--- src/rtl/ddr_lane_pkg.sv ---
// Shared types and constants for the dual-edge lane arbiter.
//   lane_state_t : lane FSM states (idle, shifting a word, inter-word gap)
//   REQ0 / REQ1  : requester identifiers used for grant and grant_id
package ddr_lane_pkg;

    typedef enum logic [1:0] {
        ST_IDLE,
        ST_SHIFT,
        ST_GAP
    } lane_state_t;

    localparam logic REQ0 = 1'b0;
    localparam logic REQ1 = 1'b1;

endpackage : ddr_lane_pkg

--- src/rtl/ddr_rr_arb2.sv ---
// Two-way round-robin arbiter, purely combinational.
// The last_grant history register lives in the parent so that it only
// advances on an actual handshake.
// Ports:
//   valid[1:0]  in   request vector, bit N = requester N
//   last_grant  in   requester granted most recently
//   grant       out  winning requester (meaningful only when any=1)
//   any         out  at least one requester is valid
module ddr_rr_arb2
    import ddr_lane_pkg::*;
(
    input  logic [1:0] valid,
    input  logic       last_grant,
    output logic       grant,
    output logic       any
);

    // NOTE: every output of a combinational block gets a default first, so
    // no path through the block can leave it unassigned and infer a latch.
    always_comb begin
        grant = REQ0;
        any   = |valid;
        if (valid == 2'b11) begin
            // Tie: whoever did not win last time goes next.
            grant = ~last_grant;
        end else if (valid[1]) begin
            grant = REQ1;
        end
    end

endmodule : ddr_rr_arb2

--- src/rtl/ddr_lane_arbiter.sv ---
// Shares one dual-edge output lane between two word requesters.
// A round-robin winner is accepted with a valid/ready handshake while the
// lane is idle. The word is then serialised MSB-first, two bits per clock:
// d_rise feeds the posedge capture of the dual-edge flop and d_fall feeds
// its negedge capture. GAP idle cycles follow each word.
// Ports:
//   clk, reset              sole clock; synchronous active-high reset
//   req0_valid/data/ready   requester 0 handshake and word
//   req1_valid/data/ready   requester 1 handshake and word
//   d_rise, d_fall          lane bits for the rising and falling halves
//   lane_en                 lane carries valid bits this cycle
//   grant_id                requester that owns the word in flight
//   word_done               final shift cycle of a word
//   busy                    lane FSM not idle
module ddr_lane_arbiter
    import ddr_lane_pkg::*;
#(
    parameter int WIDTH = 8,
    parameter int GAP   = 1
) (
    input  logic             clk,
    input  logic             reset,
    input  logic             req0_valid,
    input  logic [WIDTH-1:0] req0_data,
    output logic             req0_ready,
    input  logic             req1_valid,
    input  logic [WIDTH-1:0] req1_data,
    output logic             req1_ready,
    output logic             d_rise,
    output logic             d_fall,
    output logic             lane_en,
    output logic             grant_id,
    output logic             word_done,
    output logic             busy
);

    // Shift cycles per word minus one; the counter is kept at least one bit
    // wide so that WIDTH=2 still elaborates.
    localparam int                CNT_W    = (WIDTH / 2 > 1) ? $clog2(WIDTH / 2) : 1;
    localparam logic [CNT_W-1:0]  CNT_LOAD = CNT_W'(WIDTH / 2 - 1);
    localparam logic [3:0]        GAP_LOAD = (GAP > 0) ? 4'(GAP - 1) : 4'd0;

    lane_state_t      state;
    lane_state_t      state_nxt;
    logic [WIDTH-1:0] shreg;
    logic [CNT_W-1:0] cnt;
    logic [3:0]       gap_cnt;
    logic             last_grant;

    logic             arb_grant;
    logic             arb_any;
    logic             accept;

    ddr_rr_arb2 u_arb (
        .valid      ({req1_valid, req0_valid}),
        .last_grant (last_grant),
        .grant      (arb_grant),
        .any        (arb_any)
    );

    // The arbiter only ever picks a valid requester, so any valid in IDLE
    // means a handshake completes this cycle.
    assign accept = (state == ST_IDLE) && arb_any;

    always_comb begin
        req0_ready = (state == ST_IDLE) && req0_valid && (arb_grant == REQ0);
        req1_ready = (state == ST_IDLE) && req1_valid && (arb_grant == REQ1);
        busy       = (state != ST_IDLE);
        lane_en    = 1'b0;
        d_rise     = 1'b0;
        d_fall     = 1'b0;
        word_done  = 1'b0;
        state_nxt  = state;

        unique case (state)
            ST_IDLE: begin
                if (accept) begin
                    state_nxt = ST_SHIFT;
                end
            end
            ST_SHIFT: begin
                lane_en = 1'b1;
                d_rise  = shreg[WIDTH-1];
                d_fall  = shreg[WIDTH-2];
                if (cnt == '0) begin
                    word_done = 1'b1;
                    state_nxt = (GAP > 0) ? ST_GAP : ST_IDLE;
                end
            end
            ST_GAP: begin
                if (gap_cnt == 4'd0) begin
                    state_nxt = ST_IDLE;
                end
            end
            default: state_nxt = ST_IDLE;
        endcase
    end

    // NOTE: sequential state uses non-blocking assignments so every register
    // samples pre-edge values regardless of statement or process order.
    always_ff @(posedge clk) begin
        if (reset) begin
            state <= ST_IDLE;
        end else begin
            state <= state_nxt;
        end
    end

    always_ff @(posedge clk) begin
        if (reset) begin
            shreg      <= '0;
            cnt        <= '0;
            gap_cnt    <= 4'd0;
            grant_id   <= REQ0;
            last_grant <= REQ1;  // so requester 0 wins the first tie
        end else begin
            unique case (state)
                ST_IDLE: begin
                    if (accept) begin
                        shreg      <= (arb_grant == REQ1) ? req1_data : req0_data;
                        grant_id   <= arb_grant;
                        last_grant <= arb_grant;
                        cnt        <= CNT_LOAD;
                    end
                end
                ST_SHIFT: begin
                    shreg <= shreg << 2;
                    cnt   <= cnt - 1'b1;
                    if (cnt == '0) begin
                        gap_cnt <= GAP_LOAD;
                    end
                end
                ST_GAP: begin
                    if (gap_cnt != 4'd0) begin
                        gap_cnt <= gap_cnt - 4'd1;
                    end
                end
                default: ;
            endcase
        end
    end

endmodule : ddr_lane_arbiter

--- config.mk ---
export PLATFORM = sky130hd
export DESIGN_NAME = ddr_lane_arbiter
export DESIGN_NICKNAME = d
export VERILOG_FILES = /design/src/rtl/ddr_lane_pkg.sv /design/src/rtl/ddr_rr_arb2.sv /design/src/rtl/ddr_lane_arbiter.sv
export SDC_FILE = /design/constraint.sdc
export NUM_CORES = 1
export LEC_CHECK = 0
export BUFFER_PORTS_ARGS = -buffer_cell sky130_fd_sc_hd__buf_4
export CAP_MARGIN = 0
export CELL_PAD_IN_SITES_DETAIL_PLACEMENT = 2
export CELL_PAD_IN_SITES_GLOBAL_PLACEMENT = 2
export CORE_MARGIN = 5
export CORE_UTILIZATION = 30
export CTS_CLUSTER_SIZE = 10
export DETAILED_ROUTE_END_ITERATION = 10
export GPL_TIMING_DRIVEN = 0
export PLACE_DENSITY = 0.89
export SETUP_SLACK_MARGIN = 0.05
export SLEW_MARGIN = 25
export SYNTH_ARGS = -nofsm -noshare
export SYNTH_HDL_FRONTEND = slang
export SYNTH_SLANG_ARGS = --single-unit
--- constraint.sdc ---
create_clock -name clk -period 1.9 [get_ports clk]
set_input_delay 0.475 -clock clk [delete_from_list [all_inputs] [get_ports clk]]
set_output_delay 0.475 -clock clk [all_outputs]
set_load 0.005 [all_outputs]
Word level (Yosys, flattened, before mapping)
Index checks and enable logic that the tools add are counted.
Widths: inputs -> output; s select.
{"block": "word_totals", "ff_bits": 18, "wordCells": 53}
{"block": "op_classes", "bitwise": 2, "n_eq_ne": 7, "n_reduce_logical": 17, "n_mux": 19, "n_addsub": 2}
{"cell": "$mux 8", "count": 2}
{"cell": "$pmux 8 s2", "count": 1}
{"cell": "$mux 2", "count": 4}
{"cell": "$mux 4", "count": 2}
{"cell": "$ne 2x2->1 const B", "count": 4}
{"cell": "$pmux 4 s2", "count": 1}
{"cell": "$mux 1", "count": 7}
{"cell": "$pmux 2 s3", "count": 1}
{"cell": "$reduce_and 3->1", "count": 2}
{"cell": "$reduce_bool 2->1", "count": 3}
{"cell": "$logic_and 1x1->1", "count": 5}
{"cell": "$eq 2x2->1 const B", "count": 2}
{"cell": "$logic_not 2->1", "count": 2}
{"cell": "$logic_not 4->1", "count": 1}
{"cell": "$pmux 2 s2", "count": 1}
{"cell": "$reduce_and 2->1", "count": 2}
{"cell": "$reduce_bool 4->1", "count": 1}
{"cell": "$sub 4x1->4 const B", "count": 1}
{"cell": "$eq 2x1->1 const B", "count": 1}
{"cell": "$not 1->1", "count": 2}
{"cell": "$reduce_or 2->1", "count": 1}
{"cell": "$sub 2x1->2 const B", "count": 1}

Longest topological paths before layout
{"block": "depth", "depth_word": 5, "ltp_mapped": 6}

Cells and area by module
From an unflattened synthesis, not the netlist that was laid out.
{"block": "hier_totals", "hier_cells": 106, "area_unflattened_um2": 914.6}
{"module": "ddr_lane_arbiter", "seq_area_each_um2": 360.3, "area_each_um2": 900.9, "cells_each": 104, "n_inst": 1}
{"module": "ddr_rr_arb2", "seq_area_each_um2": 0.0, "area_each_um2": 13.8, "cells_each": 2, "n_inst": 1}

Worst setup path after synthesis
No wires, ideal clock.
{"block": "synth_timing", "kind": "input to register", "startpoint": "input req1_valid", "endpoint": "register shreg[2]", "t_arrival_ns": 1.467, "path_buffers": 0, "slack_ns": 0.308, "path_stages": 4, "path_cell_list": "a21boi_4 mux2_4 a222oi_1 nor2_1"}
{"block": "synth_between", "elab_chain_len": 5, "word_cells_on_any_way": 10, "cone_classes": "eq/ne: 2; mux: 5; reduce/logical: 3"}
{"element": "start, declared", "line_no": "ddr_lane_arbiter.sv:26", "rtl": "input logic req1_valid,"}
{"element": "$eq 2x2->1 or $mux 1 (tied branches)", "line_no": "ddr_rr_arb2.sv:23, ddr_rr_arb2.sv:26"}
{"element": "$mux 1", "line_no": "ddr_rr_arb2.sv:23", "rtl": "if (valid == 2'b11) begin"}
{"element": "$mux 8", "line_no": "ddr_lane_arbiter.sv:120", "rtl": "shreg <= (arb_grant == REQ1) ? req1_data : req0_data;"}
{"element": "$mux 8", "line_no": "ddr_lane_arbiter.sv:119", "rtl": "if (accept) begin"}
{"element": "$pmux 8 s2", "line_no": "ddr_lane_arbiter.sv:117", "rtl": "unique case (state)"}
{"element": "end signal, assigned", "line_no": "ddr_lane_arbiter.sv:120"}
{"element": "end signal, assigned", "line_no": "ddr_lane_arbiter.sv:127", "rtl": "shreg <= shreg << 2;"}
{"element": "end, declared", "line_no": "ddr_lane_arbiter.sv:45", "rtl": "logic [WIDTH-1:0] shreg;"}
Several ways; a longest one is shown, not always the timed one. The select of a mux whose other input is x is not followed.
A chain may end at the register's enable or synchronous reset.

Final worst setup path
{"block": "layout_timing", "startpoint": "register state[1]", "endpoint": "output d_fall"}
{"block": "layout_between", "elab_chain_len": 2}
{"element": "start, declared", "line_no": "ddr_lane_arbiter.sv:43", "rtl": "lane_state_t state;"}
{"element": "start signal, assigned", "line_no": "ddr_lane_arbiter.sv:105", "rtl": "state <= state_nxt;"}
{"element": "$eq 2x1->1", "line_no": "ddr_lane_arbiter.sv:75", "rtl": "unique case (state)"}
{"element": "$mux 1", "line_no": "ddr_lane_arbiter.sv:75"}
{"element": "end, declared", "line_no": "ddr_lane_arbiter.sv:30", "rtl": "output logic d_fall,"}
Every way passes these cells.

==> reports/summary.md <==
## CTS
- hold bufs inserted after CTS: 0
- number of buffers added by the clock tree synthesis step: 3
- Max clock buf depth: 2
- TritonCTS clock tree: yes
- Sinks on Clock Net: 18
- clock tree root driver cell: sky130_fd_sc_hd__clkbuf_4
- H-tree depth reported by CTS: 1
- clock latency on the worst-skew pair: 0.30 ns
- clock transition at the register clock pins on the worst setup and hold paths after CTS: 0.11 ns

## Detailed routing
- count of antenna-violating nets left after detailed routing: 0
- routed vias: 853
- post-detailed-route via-to-cell ratio: 4.988
- average wire per standard cell: 15.01 um
- iteration-0 DRC count of the detailed router: 41
- aggregate routed wire length: 2566 um
- DRC viols: 0
- detailed-router iteration count before antenna repair: 5

## Placed design
- Placed Cells incl. Taps: 165
- number of input and output port buffers inserted: 26
- post-DP HPWL: 2060 um
- Routability Congestion: 0.7315
- pre-CTS setup slack: -0.009868 ns
- post-placement cell area: 0.001190 mm2

## Min path
- path category of the worst min-delay check: in -> reg

## Setup path
- number of cell instances on the worst register-to-register path: 5
- timing endpoint of the critical path: d_fall
- critical path launch point: state[1]
- FF-to-FF Start: last_grant
- reg-to-reg setup timing slack: 0.27 ns
- type of the worst setup path: reg -> out
- data arrival at the endpoint of the critical path: 1.32 ns
- category of the worst setup path capture point: primary output
- critical path required time: 1.42 ns
- crit path cell chain: and2b_4, buf_6, and2_1, buf_4
- Worst path slowest cell: sky130_fd_sc_hd__dfxtp_2
- Reg2Reg Capture Point: shreg[5]
- Critical Path Fanout Max: 10
- highest cell delay on the worst timing path: 0.35 ns
- launching element type of the critical path: flip-flop

## Cells and area
- area growth from synthesis to layout: 31.96%
- final instance area: 0.001240 mm2
- number of nets in the layout: 151
- Diodes inserted: 0
- share of post-route cells with drive strength above 1: 0.4016
- final-layout fill cell count: 345
- Layout Cells excl Fill: 171

## Timing
- max-slew headroom at the worst pin: 0.7438
- final period utilization: 0.9457
- setup repair after global routing missed its margin: false
- setup slack of the critical path after layout: 0.1031 ns
- Fin Clk Skew: 0.001010 ns
- transition time at the pin with the least slew margin: 0.3836 ns
- maximum clock frequency: 556.5 MHz
- setup violators final: 0
- total negative setup slack: 0 ns
- Fin Hold WS: 0.3940 ns
- Final Slew Violations: 0
- minimum clock period: 1.797 ns
- number of hold-slack violations in the final timing report: 0

## Global routing
- Tot GR Track Use: 0.1299
- global-route wire length before repair: 4340 um
- total gr overflow: 0
- number of global-route vias before repair: 969
- antenna violations before repair: 0
- maximum number of pins on one net before global-route repair: 11

## Power
- leakage power total: 0.5664 nW
- Peak supply drop: 0.2694 mV
- ratio of total power to cell area: 753.2 mW/mm2

## Logic synthesis
- part of the Yosys area used for sequential elements: 0.3835
- share of Yosys cell area claimed by the top area cell type: 0.3835
- largest cells by area after synthesis: sky130_fd_sc_hd__dfxtp_1 38%, sky130_fd_sc_hd__mux2_4 9.6%, sky130_fd_sc_hd__a222oi_1 6.4%
- Mapped Cells: 95
- Synthesized Nets: 117
- mean post-synth cell area: 9.891 um2
- count of synthesis-stage warnings from yosys: 0
- dominant cell type by area after synthesis: sky130_fd_sc_hd__dfxtp_1
- Syn Std Cell Area: 939.7 um2
- Distinct cells, synth: 32
- number of register bits inferred by synthesis: 18

## Die
- I/O pin total: 28
- row count: 20
- die area: 0.004351 mm2
- chip height: 65.97 um
- Chip Width: 65.97 um
- initial standard-cell utilization of the core: 0.3103
- core area: 0.003028 mm2

## Status
- status: complete, no violations

## Flow run
- max capacitance violation total: 0

-- synth_stat cells --
master,count
sky130_fd_sc_hd__and2_1,3
sky130_fd_sc_hd__nand2b_1,3
sky130_fd_sc_hd__clkbuf_8,1
sky130_fd_sc_hd__a2bb2oi_2,1
sky130_fd_sc_hd__inv_1,7
sky130_fd_sc_hd__nand4b_1,1
sky130_fd_sc_hd__nor3b_1,1
sky130_fd_sc_hd__buf_4,1
sky130_fd_sc_hd__dfxtp_1,18
sky130_fd_sc_hd__dlymetal6s2s_1,1
sky130_fd_sc_hd__ha_1,2
sky130_fd_sc_hd__or2_2,1
sky130_fd_sc_hd__o21a_1,1
sky130_fd_sc_hd__and2b_4,1
sky130_fd_sc_hd__mux2i_1,2
sky130_fd_sc_hd__buf_6,1
sky130_fd_sc_hd__a21boi_4,1
sky130_fd_sc_hd__or3_1,1
sky130_fd_sc_hd__nor2_1,15
sky130_fd_sc_hd__nand2_1,6
sky130_fd_sc_hd__a211o_1,1
sky130_fd_sc_hd__o211ai_1,1
sky130_fd_sc_hd__a211oi_1,1
sky130_fd_sc_hd__nor4_1,1
sky130_fd_sc_hd__a22oi_1,2
sky130_fd_sc_hd__a221oi_1,1
sky130_fd_sc_hd__mux2_2,3
sky130_fd_sc_hd__nor3_1,1
sky130_fd_sc_hd__a222oi_1,6
sky130_fd_sc_hd__mux2_4,6
sky130_fd_sc_hd__o2bb2ai_1,1
sky130_fd_sc_hd__a21oi_1,3
-- state kept, by name, summed over array words and instances, names as in the netlist --
name        flops
cnt             2
gap_cnt         4
grant_id        1
last_grant      1
shreg           8
state           2
-- layout by cell type, fill, tap and decap left out, types with 2 or more instances in the layout --
cell	count
sky130_fd_sc_hd__inv_1	7
sky130_fd_sc_hd__a222oi_1	6
sky130_fd_sc_hd__mux2_2	3
sky130_fd_sc_hd__nand2b_1	3
sky130_fd_sc_hd__a21oi_1	3
sky130_fd_sc_hd__dfxtp_1	16
sky130_fd_sc_hd__ha_1	2
sky130_fd_sc_hd__a22oi_1	2
sky130_fd_sc_hd__mux2i_1	2
sky130_fd_sc_hd__nor2_1	14
sky130_fd_sc_hd__mux2_4	6
sky130_fd_sc_hd__and2_1	3
sky130_fd_sc_hd__dfxtp_2	2
sky130_fd_sc_hd__buf_4	30
sky130_fd_sc_hd__clkbuf_4	3
sky130_fd_sc_hd__nand2_1	6
-- repair_timing --
action | CTS | global route
setup buffers | 1 | 2
pin swaps | 1 | 0
gates resized for setup | 0 | 3
setup endpoints to repair | 1 | 5
endpoints found under the hold margin | 0 | 0
-- area by class of cell --
cell class | count | area, um2 | area share
Multi-Input combinational cell | 66 | 510.5 | 0.4117
Clock buffer | 3 | 22.52 | 0.01816
Timing Repair Buffer | 29 | 217.7 | 0.1756
Buffer | 4 | 45.04 | 0.03633
Tap cell | 44 | 55.05 | 0.04440
Sequential cell | 18 | 362.8 | 0.2926
Inverter | 7 | 26.28 | 0.02119
-- worst min path at each step --
stage                          start    endpoint  slack (ns)  cells after the start
after global routing           reset  gap_cnt[0]        0.40                      2
after floorplan           gap_cnt[3]  gap_cnt[3]        0.44                      2
after detailed placement    grant_id    grant_id        0.48                      2
after global placement    gap_cnt[3]  gap_cnt[3]        0.46                      2
after CTS                      reset  gap_cnt[0]        0.39                      2
final                          reset  gap_cnt[0]        0.39                      2
-- critical path, delay by kind of cell (launching register included) --
| kind | cells | cell delay, ns |
|---|---|---|
| simple gates | 2 | 0.42 |
| flops | 1 | 0.35 |
| buf+inv | 2 | 0.25 |
-- logic make-up (layout without fill, tap and decap cells) --
group | Yosys count | after routing | share of synthesized area
muxes | 11 | 11 | 0.1531
AOI/OAI and AO/OA | 19 | 19 | 0.1838
adders and majority gates | 2 | 2 | 0.02663
buffers and inverters | 11 | 43 | 0.07590
and+or+nand+nor | 34 | 34 | 0.1771
DFF | 18 | 18 | 0.3835
-- stage by stage --
step	power, mW	utilization
3_5_place_dp	0.7330	0.3930
6_report	0.9339	0.4095
3_3_place_gp	0.7146	0.3930
4_1_cts	0.9302	0.4029
2_1_floorplan	0.6277	-
5_1_grt	0.9906	0.4095
-- layer usage --
layer	vias to the layer above	GRT usage	routed length (um)
met5	-	0	0
li1	406	-	-
met1	420	0.1305	1042
met2	25	0.2516	1356
met3	2	0.04592	144
met4	0	0.03046	22
-- where the power goes --
group          internal [mW]  leakage (nW)  switching (mW)
Combinational          0.162         0.404           0.128
Sequential             0.417         0.149          0.0276
Clock                 0.0739        0.0138           0.125
Total                  0.653         0.566           0.281
(Power assumes the default switching activity.)
